File: src/rtl/sw_enc_pkg.sv
// Shared types and constants for the switch one-hot encoder family.
// State encoding classifies the debounced switch bus by how many bits are set.
package sw_enc_pkg;

    typedef enum logic [1:0] {
        ST_NONE  = 2'd0,
        ST_ONE   = 2'd1,
        ST_MULTI = 2'd2
    } sw_state_e;

    localparam int MODE_STRICT = 0;
    localparam int MODE_PRIO   = 1;

endpackage

File: src/rtl/sw_debounce.sv
// Two-flop synchroniser plus per-bus debouncer: a new switch pattern must hold
// for DEBOUNCE consecutive cycles after synchronisation before it reaches stable.
module sw_debounce #(
    parameter int N        = 4,
    parameter int DEBOUNCE = 4
) (
    input  logic         clk,
    input  logic         rst,
    input  logic [N-1:0] sw,
    output logic [N-1:0] stable
);

    localparam int            CW       = (DEBOUNCE > 1) ? $clog2(DEBOUNCE) : 1;
    localparam logic [CW-1:0] CNT_LAST = CW'(DEBOUNCE - 1);
    localparam logic [CW-1:0] CNT_ONE  = CW'(1);

    logic [N-1:0]  sync1_r;
    logic [N-1:0]  sync2_r;
    logic [N-1:0]  cand_r;
    logic [N-1:0]  stable_r;
    logic [CW-1:0] cnt_r;

    // Synchronise, then restart the count on any change and accept once stable long enough.
    always_ff @(posedge clk or posedge rst) begin
        if (rst) begin
            sync1_r  <= {N{1'b0}};
            sync2_r  <= {N{1'b0}};
            cand_r   <= {N{1'b0}};
            stable_r <= {N{1'b0}};
            cnt_r    <= {CW{1'b0}};
        end else begin
            sync1_r <= sw;
            sync2_r <= sync1_r;
            if (sync2_r != cand_r) begin
                cand_r <= sync2_r;
                cnt_r  <= {CW{1'b0}};
            end else if (cnt_r == CNT_LAST) begin
                stable_r <= cand_r;
            end else begin
                cnt_r <= cnt_r + CNT_ONE;
            end
        end
    end

    assign stable = stable_r;

endmodule

File: src/rtl/sw_onehot_encoder.sv
// Registered one-hot (or priority) to binary encoder for debounced board switches,
// with valid, multi-hot error and one-cycle change flags.
module sw_onehot_encoder
    import sw_enc_pkg::*;
#(
    parameter int N        = 4,
    parameter int DEBOUNCE = 4,
    parameter int MODE     = 0,
    localparam int W       = $clog2(N)
) (
    input  logic         clk,
    input  logic         rst,
    input  logic [N-1:0] sw,
    output logic [W-1:0] code,
    output logic         valid,
    output logic         err,
    output logic         chg
);

    logic [N-1:0] stable_s;
    logic         none_s;
    logic         multi_s;
    logic [W-1:0] hi_idx_s;
    sw_state_e    state_r;
    sw_state_e    state_next_s;
    logic [W-1:0] code_r;
    logic [W-1:0] code_next_s;
    logic         valid_r;
    logic         valid_next_s;
    logic         prev_valid_s;
    logic         err_r;
    logic         err_next_s;
    logic         chg_r;
    logic         chg_next_s;

    sw_debounce #(
        .N        (N),
        .DEBOUNCE (DEBOUNCE)
    ) u_debounce (
        .clk    (clk),
        .rst    (rst),
        .sw     (sw),
        .stable (stable_s)
    );

    // Clearing the lowest set bit leaves something only when two or more bits are set.
    assign none_s  = (stable_s == {N{1'b0}});
    assign multi_s = |(stable_s & (stable_s - N'(1)));

    // Highest set bit index; for a one-hot input this is simply its position.
    always_comb begin
        hi_idx_s = {W{1'b0}};
        for (int i = 0; i < N; i++) begin
            hi_idx_s = stable_s[i] ? W'(i) : hi_idx_s;
        end
    end

    // Next-state classification of the stable bus.
    always_comb begin
        state_next_s = ST_NONE;
        if (none_s) begin
            state_next_s = ST_NONE;
        end else if (multi_s) begin
            state_next_s = ST_MULTI;
        end else begin
            state_next_s = ST_ONE;
        end
    end

    // Output values decoded from the next state, plus change detection.
    always_comb begin
        code_next_s  = code_r;
        valid_next_s = 1'b0;
        err_next_s   = 1'b0;
        prev_valid_s = (state_r == ST_ONE) ||
                       ((state_r == ST_MULTI) && (MODE == MODE_PRIO));
        case (state_next_s)
            ST_NONE: begin
                valid_next_s = 1'b0;
            end
            ST_ONE: begin
                valid_next_s = 1'b1;
                code_next_s  = hi_idx_s;
            end
            ST_MULTI: begin
                err_next_s = 1'b1;
                if (MODE == MODE_PRIO) begin
                    valid_next_s = 1'b1;
                    code_next_s  = hi_idx_s;
                end else begin
                    valid_next_s = 1'b0;
                end
            end
            default: begin
                valid_next_s = 1'b0;
                err_next_s   = 1'b0;
            end
        endcase
        chg_next_s = (code_next_s != code_r) || (valid_next_s && !prev_valid_s);
    end

    // State and output registers.
    always_ff @(posedge clk or posedge rst) begin
        if (rst) begin
            state_r <= ST_NONE;
            code_r  <= {W{1'b0}};
            valid_r <= 1'b0;
            err_r   <= 1'b0;
            chg_r   <= 1'b0;
        end else begin
            state_r <= state_next_s;
            code_r  <= code_next_s;
            valid_r <= valid_next_s;
            err_r   <= err_next_s;
            chg_r   <= chg_next_s;
        end
    end

    assign code  = code_r;
    assign valid = valid_r;
    assign err   = err_r;
    assign chg   = chg_r;

endmodule
File: config.mk
export PLATFORM = sky130hd
export DESIGN_NAME = sw_onehot_encoder
export DESIGN_NICKNAME = d
export VERILOG_FILES = /design/src/rtl/sw_enc_pkg.sv /design/src/rtl/sw_debounce.sv /design/src/rtl/sw_onehot_encoder.sv
export SDC_FILE = /design/constraint.sdc
export NUM_CORES = 1
export LEC_CHECK = 0
export BUFFER_PORTS_ARGS = -buffer_cell sky130_fd_sc_hd__clkbuf_2
export CAP_MARGIN = 15
export CELL_PAD_IN_SITES_DETAIL_PLACEMENT = 1
export CELL_PAD_IN_SITES_GLOBAL_PLACEMENT = 1
export CORE_ASPECT_RATIO = 1.25
export CORE_MARGIN = 5
export CORE_UTILIZATION = 40
export DETAILED_ROUTE_END_ITERATION = 7
export GPL_ROUTABILITY_DRIVEN = 0
export PLACE_DENSITY = 0.68
export SLEW_MARGIN = 20
export SYNTH_ARGS = -nofsm -noshare
export SYNTH_HDL_FRONTEND = slang
export SYNTH_SLANG_ARGS = --single-unit
export TNS_END_PERCENT = 100
File: constraint.sdc
create_clock -name clk -period 1.39 [get_ports clk]
set_input_delay 0.0695 -clock clk [delete_from_list [all_inputs] [get_ports clk]]
set_output_delay 0.0695 -clock clk [all_outputs]
set_load 0.02 [all_outputs]
# Word-level counts from Yosys, hierarchy flattened
# Index checks and enable logic that the tools add are counted.
# totals
register_bits	25
inputBits	6
elab_cells	37
output_inout_bits	5
# op_classes
n_eq_ne	7
mux	10
addsub	2
reduce_logical	6
bitwise_logic	2
# op_table
cell	n
$mux W2	7
$and A4 B4 Y4	1
$eq A2 B1 Y1 const B	2
$eq A2 B2 Y1 const B	2
$logic_not A4 Y1	1
$ne A4 B4 Y1	1
$reduce_or A4 Y1	1
$sub A4 B1 Y4 const B	1
$mux W1	3
$add A2 B1 Y2 const B	1
$ne A2 B1 Y1 const B	1
$ne A2 B2 Y1	1
$reduce_and A2 Y1	1
$logic_and A1 B1 Y1	1
$logic_not A1 Y1	1
$logic_or A1 B1 Y1	1
$not A1 Y1	1

# Logic depth before layout (Yosys ltp)
# logic_depth
depth_word	9
mapped_depth	5
depth_no_buf	4

# By module
# Synthesis repeated with hierarchy kept, for this count alone.
# hier_totals
hier_cells	78
hier_area_um2	1029.7
# modules_own_cells
module	cells_per_inst	area_per_inst_um2	seq_area_each_um2	n_inst
sw_debounce	40	644.4	450.4	1
sw_onehot_encoder	38	385.4	150.1	1

# Least setup slack after synthesis
# Ideal clock, no wire load.
# synth_path
kind	reg2reg
start	reg u_debounce.cand_r[3]
end	reg u_debounce.stable_r[0], in the netlist u_debounce.stable[0]
synth_period_minus_slack_ps	1402
setup_slack_ps	-12
required_ps	1265
setup_ps	125
n_path_buf	1
arrival_ps	1277
path_stages_with_launch	6
path_cell_list	dfrtp_1 xnor2_1 nand4_1 or2_1 buf_6 mux2_4
# synth_between
elab_chain_cells	3
# synth_lines
item	line_no	source
from (decl)	sw_debounce.sv:19	logic [N-1:0] cand_r;
from (signal assigned)	sw_debounce.sv:28	cand_r <= {N{1'b0}};
from (signal assigned)	sw_debounce.sv:35	cand_r <= sync2_r;
$ne A4 B4 Y1	sw_debounce.sv:34	if (sync2_r != cand_r) begin
$not A1 Y1 (no source line)	--	
$reduce_and A2 Y1 (no source line)	--	
to (signal assigned)	sw_debounce.sv:29	stable_r <= {N{1'b0}};
to (signal assigned)	sw_debounce.sv:38	stable_r <= cand_r;
to (decl)	sw_debounce.sv:20	logic [N-1:0] stable_r;
# No other way between the ends.
# A chain may end at the register's enable or synchronous reset.

# Worst setup path after layout
# layout_path
start	reg u_debounce.cand_r[1]
end	reg u_debounce.stable_r[1], in the netlist u_debounce.stable[1]
# layout_between
elab_chain_cells	3
# layout_lines
item	line_no
$ne A4 B4 Y1	sw_debounce.sv:34
$not A1 Y1 (no source line)	--
$reduce_and A2 Y1 (no source line)	--
# Several ways; a longest one is shown, not always the timed one.

==> tab_implementation.tex <==
\begin{tabular}{lr}
\hline
Metric & Value \\
\hline
\multicolumn{2}{l}{\textbf{Synthesis}} \\
\quad Largest cells by area after synthesis & dfrtp\_1, mux2\_4, xnor2\_1 \\
\quad Cell type contributing the most total cell area after synthesis & dfrtp\_1 \\
\quad Avg Synthesized Cell Area & 13.0 sq um \\
\quad Area fraction of the dominant cell type after synthesis & 0.625 \\
\quad Synthesis warning total & 0 \\
\quad Instance count of the mapped netlist & 74 \\
\quad Cell Area, Synth & 961 sq um \\
\quad Ys async rst share & 1.00 \\
\quad Distinct cell type count of the synthesized netlist & 25 \\
\quad Synth cell count leaders & dfrtp\_1, xnor2\_1, a21oi\_1, clkbuf\_1, inv\_1 \\
\quad Prevailing post-synth register cell & dfrtp\_1 \\
\quad Dominant cell by count in the synthesized netlist & dfrtp\_1 \\
\quad Number of enable flip-flop cells after synthesis & 0 \\
\quad Post-synthesis register bit count & 24 \\
\quad Synthesized netlist net count & 81 \\
\quad Sequential-to-total area share from yosys stat & 0.625 \\
\multicolumn{2}{l}{\textbf{Clock tree}} \\
\quad Number of buffers added by the clock tree synthesis step & 3 \\
\quad Clk slew on worst S/H paths & 0.13 ns \\
\quad Clock insertion delay at the later pin of the skew report & 0.31 ns \\
\quad Root buffer selected by CTS & clkbuf\_4 \\
\quad Total number of clock tree sinks & 24 \\
\quad TritonCTS clock tree & yes \\
\quad Buffer depth of the longest clock path & 2 \\
\quad H-tree levels & 1 \\
\multicolumn{2}{l}{\textbf{Detailed routing}} \\
\quad Antenna-violating nets left & 0 \\
\quad Pre-Repair DR Iteration Count & 3 \\
\quad DRC violations left & 0 \\
\quad Via-per-instance ratio & 4.70 \\
\quad Mean routed wirelength per cell & 14.5 microns \\
\quad Detailed router's first-iteration violation count & 15 \\
\quad Sum of routed wire length over all layers & 1810 microns \\
\quad Vias post-DR & 587 \\
\multicolumn{2}{l}{\textbf{STA}} \\
\quad Slew HR & 0.794 \\
\quad Final setup TNS & -0.360 ns \\
\quad Setup-failing EPs final & 4 \\
\quad Number of hold violations in the final report & 0 \\
\quad Fmax & 675 MHz \\
\quad Transition time at the pin with the least slew margin & 0.308 ns \\
\quad Period minus WS final & 1.48 ns \\
\quad Worst Setup Slack, final & -0.0918 ns \\
\quad RSZ-0062 raised after global routing & true \\
\quad Share of the clock period used by the worst path & 1.07 \\
\quad Pins over their slew limit & 0 \\
\quad Worst-case clock skew & 0.00250 ns \\
\multicolumn{2}{l}{\textbf{Finish}} \\
\quad Final cell count without fillers & 125 \\
\quad Total Nets Final & 102 \\
\quad Utilization after layout & 0.520 \\
\quad Diode insertion count for antenna repair & 0 \\
\quad Layout cell share with drive strength beyond 1 & 0.330 \\
\quad Filler cells & 244 \\
\quad Area growth from synthesis to final layout & 22.1\% \\
\multicolumn{2}{l}{\textbf{Worst setup path}} \\
\quad Endpoint kind of the worst setup timing path & flop \\
\quad Data arrival time of the critical path & 1.69 ns \\
\quad Type of origin of the critical path & flop \\
\quad Critical path type & flop to flop \\
\quad Start point of the critical path & u\_debounce.cand\_r[1] \\
\quad Register-to-register setup slack & -0.09 ns \\
\quad Critical register-to-register path endpoint & u\_debounce.stable[1] \\
\quad Source of the worst register-to-register timing path & u\_debounce.cand\_r[1] \\
\quad Register-to-Register Path Depth & 4 \\
\quad Worst Path Required & 1.60 ns \\
\quad Largest fanout on the critical path & 4 \\
\multicolumn{2}{l}{\textbf{Hold path}} \\
\quad Type of the most critical hold path & primary input to asynchronous set/reset pin \\
\multicolumn{2}{l}{\textbf{GRT}} \\
\quad Residual overflow from global routing & 0 \\
\quad Number of global-route vias before repair & 701 \\
\quad Antenna violations before repair & 0 \\
\quad Largest net degree at the start of global routing & 25 \\
\quad First-pass GRT wire length & 3220 microns \\
\quad Gr usage total & 0.128 \\
\multicolumn{2}{l}{\textbf{Floorplanning}} \\
\quad Initial standard-cell utilization of the core & 0.425 \\
\quad IO Pins & 11 \\
\quad Die Y & 64.8 microns \\
\quad Width of the die & 53.8 microns \\
\quad Core area & 2260 sq um \\
\quad Die Area & 3490 sq um \\
\quad Total number of placement rows & 19 \\
\multicolumn{2}{l}{\textbf{Pwr}} \\
\quad Worst IR Drop VDD & 0.000791 V \\
\quad Leakage power & 0.000591 uW \\
\quad Sequential fraction of design power & 0.625 \\
\quad PnR Total Power & 1180 uW \\
\quad Switching power share of the total & 0.217 \\
\quad Pwr/cell area & 1010 nW/um\^{}2 \\
\quad Clock share of power & 0.306 \\
\quad Power spent charging and discharging nets & 256 uW \\
\quad Cell-internal power & 924 uW \\
\quad Part of the total power dissipated in combinational logic & 0.069 \\
\multicolumn{2}{l}{\textbf{Placement}} \\
\quad Half-perimeter wire length of the detailed placement result & 1170 microns \\
\quad PortBufs & 10 \\
\quad Placed insts & 114 \\
\multicolumn{2}{l}{\textbf{Status}} \\
\quad Violations in the final reports & setup timing \\
\quad Outcome & finished with violations \\
\multicolumn{2}{l}{\textbf{Run}} \\
\quad Number of max-cap violations & 0 \\
\hline
\end{tabular}
==> how the worst max path moves through the flow <==
stage	to	slack [ns]	cells after the start
2_1_floorplan	u_debounce.stable[0]	-0.01	5
3_3_place_gp	u_debounce.stable[2]	-0.03	4
3_5_place_dp	u_debounce.stable[2]	-0.06	4
4_1_cts	u_debounce.stable[2]	-0.09	4
5_1_grt	u_debounce.stable[1]	-0.15	4
6_report	u_debounce.stable[1]	-0.09	4
==> worst max-delay path, stage by stage (launching register included) <==
cell,delay (ns)
dfrtp_1,0.44
xnor2_2,0.21
nand4_1,0.15
or2_4,0.29
mux2_4,0.30
==> sequential cells by signal (all words and copies together), names as in the netlist <==
name                cells
code                    2
u_debounce.sync1_r      4
u_debounce.cnt_r        2
chg                     1
u_debounce.sync2_r      4
valid                   1
err                     1
u_debounce.cand_r       4
u_debounce.stable       4
state_r                 1
==> cell families (layout without fill, tap and decap cells) <==
kind of cell,after synthesis,after routing,share of synthesized area
compound gates,13,13,0.100
xor+xnor,8,8,0.0729
fa+ha+maj,1,1,0.0130
buf+inv,13,33,0.0612
flops,24,24,0.625
mux,5,5,0.0729
simple gates,10,10,0.0547
==> layout by cell type, fill, tap and decap left out, drive strengths merged, types with 4 or more instances in the layout <==
cell / instances
buf: 9
clkbuf: 14
nor2: 4
dfrtp: 24
mux2: 4
inv: 5
xnor2: 6
a21oi: 5
dlygate4sd3: 5
==> per-stage QoR <==
| step | setup WS (ns) | cell area, sq um | hold slack (ns) |
|---|---|---|---|
| final | -0.0918 | 1170 | 0.333 |
| after global routing | -0.151 | 1170 | 0.378 |
| after global placement | -0.0349 | 1060 | 0.101 |
| after CTS | -0.0867 | 1150 | 0.334 |
| after floorplan | -0.0109 | 961 | 0.0841 |
| after detailed placement | -0.0603 | 1060 | 0.118 |
==> power by group through the flow <==
| stage | registers [uW] | clock network (uW) | logic (uW) |
|---|---|---|---|
| after floorplan | 750 | 0 | 35.4 |
| after global placement | 748 | 0 | 60.9 |
| after detailed placement | 750 | 0 | 62.7 |
| after CTS | 737 | 381 | 75.5 |
| after global routing | 741 | 416 | 91.6 |
| final | 737 | 362 | 81.3 |
==> area by class of cell <==
class / instances / area (sq um) / area share
sequential: 24 / 601 / 0.512
multi-input combinational: 37 / 312 / 0.265
timing repair buffer: 24 / 168 / 0.143
tap: 31 / 38.8 / 0.0330
clock buffer: 4 / 36.3 / 0.0309
inverter: 5 / 18.8 / 0.0160
==> layer usage <==
metal  vias to the layer above  global-route usage  part of all wire
met2                         8               0.230              0.60
met3                         2              0.0298             0.029
met4                         0              0.0575             0.010
met1                       300               0.136              0.36
li1                        277                   -                 -
met5                         -                   0                 0
==> repair_timing <==
item / in CTS / in global routing
resized for setup: 1 / 1
setup endpoints to repair: 4 / 4
pin swaps: 2 / 2
hold buffers: 5 / 0
buffers inserted: 0 / 2
hold endpoints to repair: 28 / 0
No activity file was read; power rests on OpenSTA's default activity.
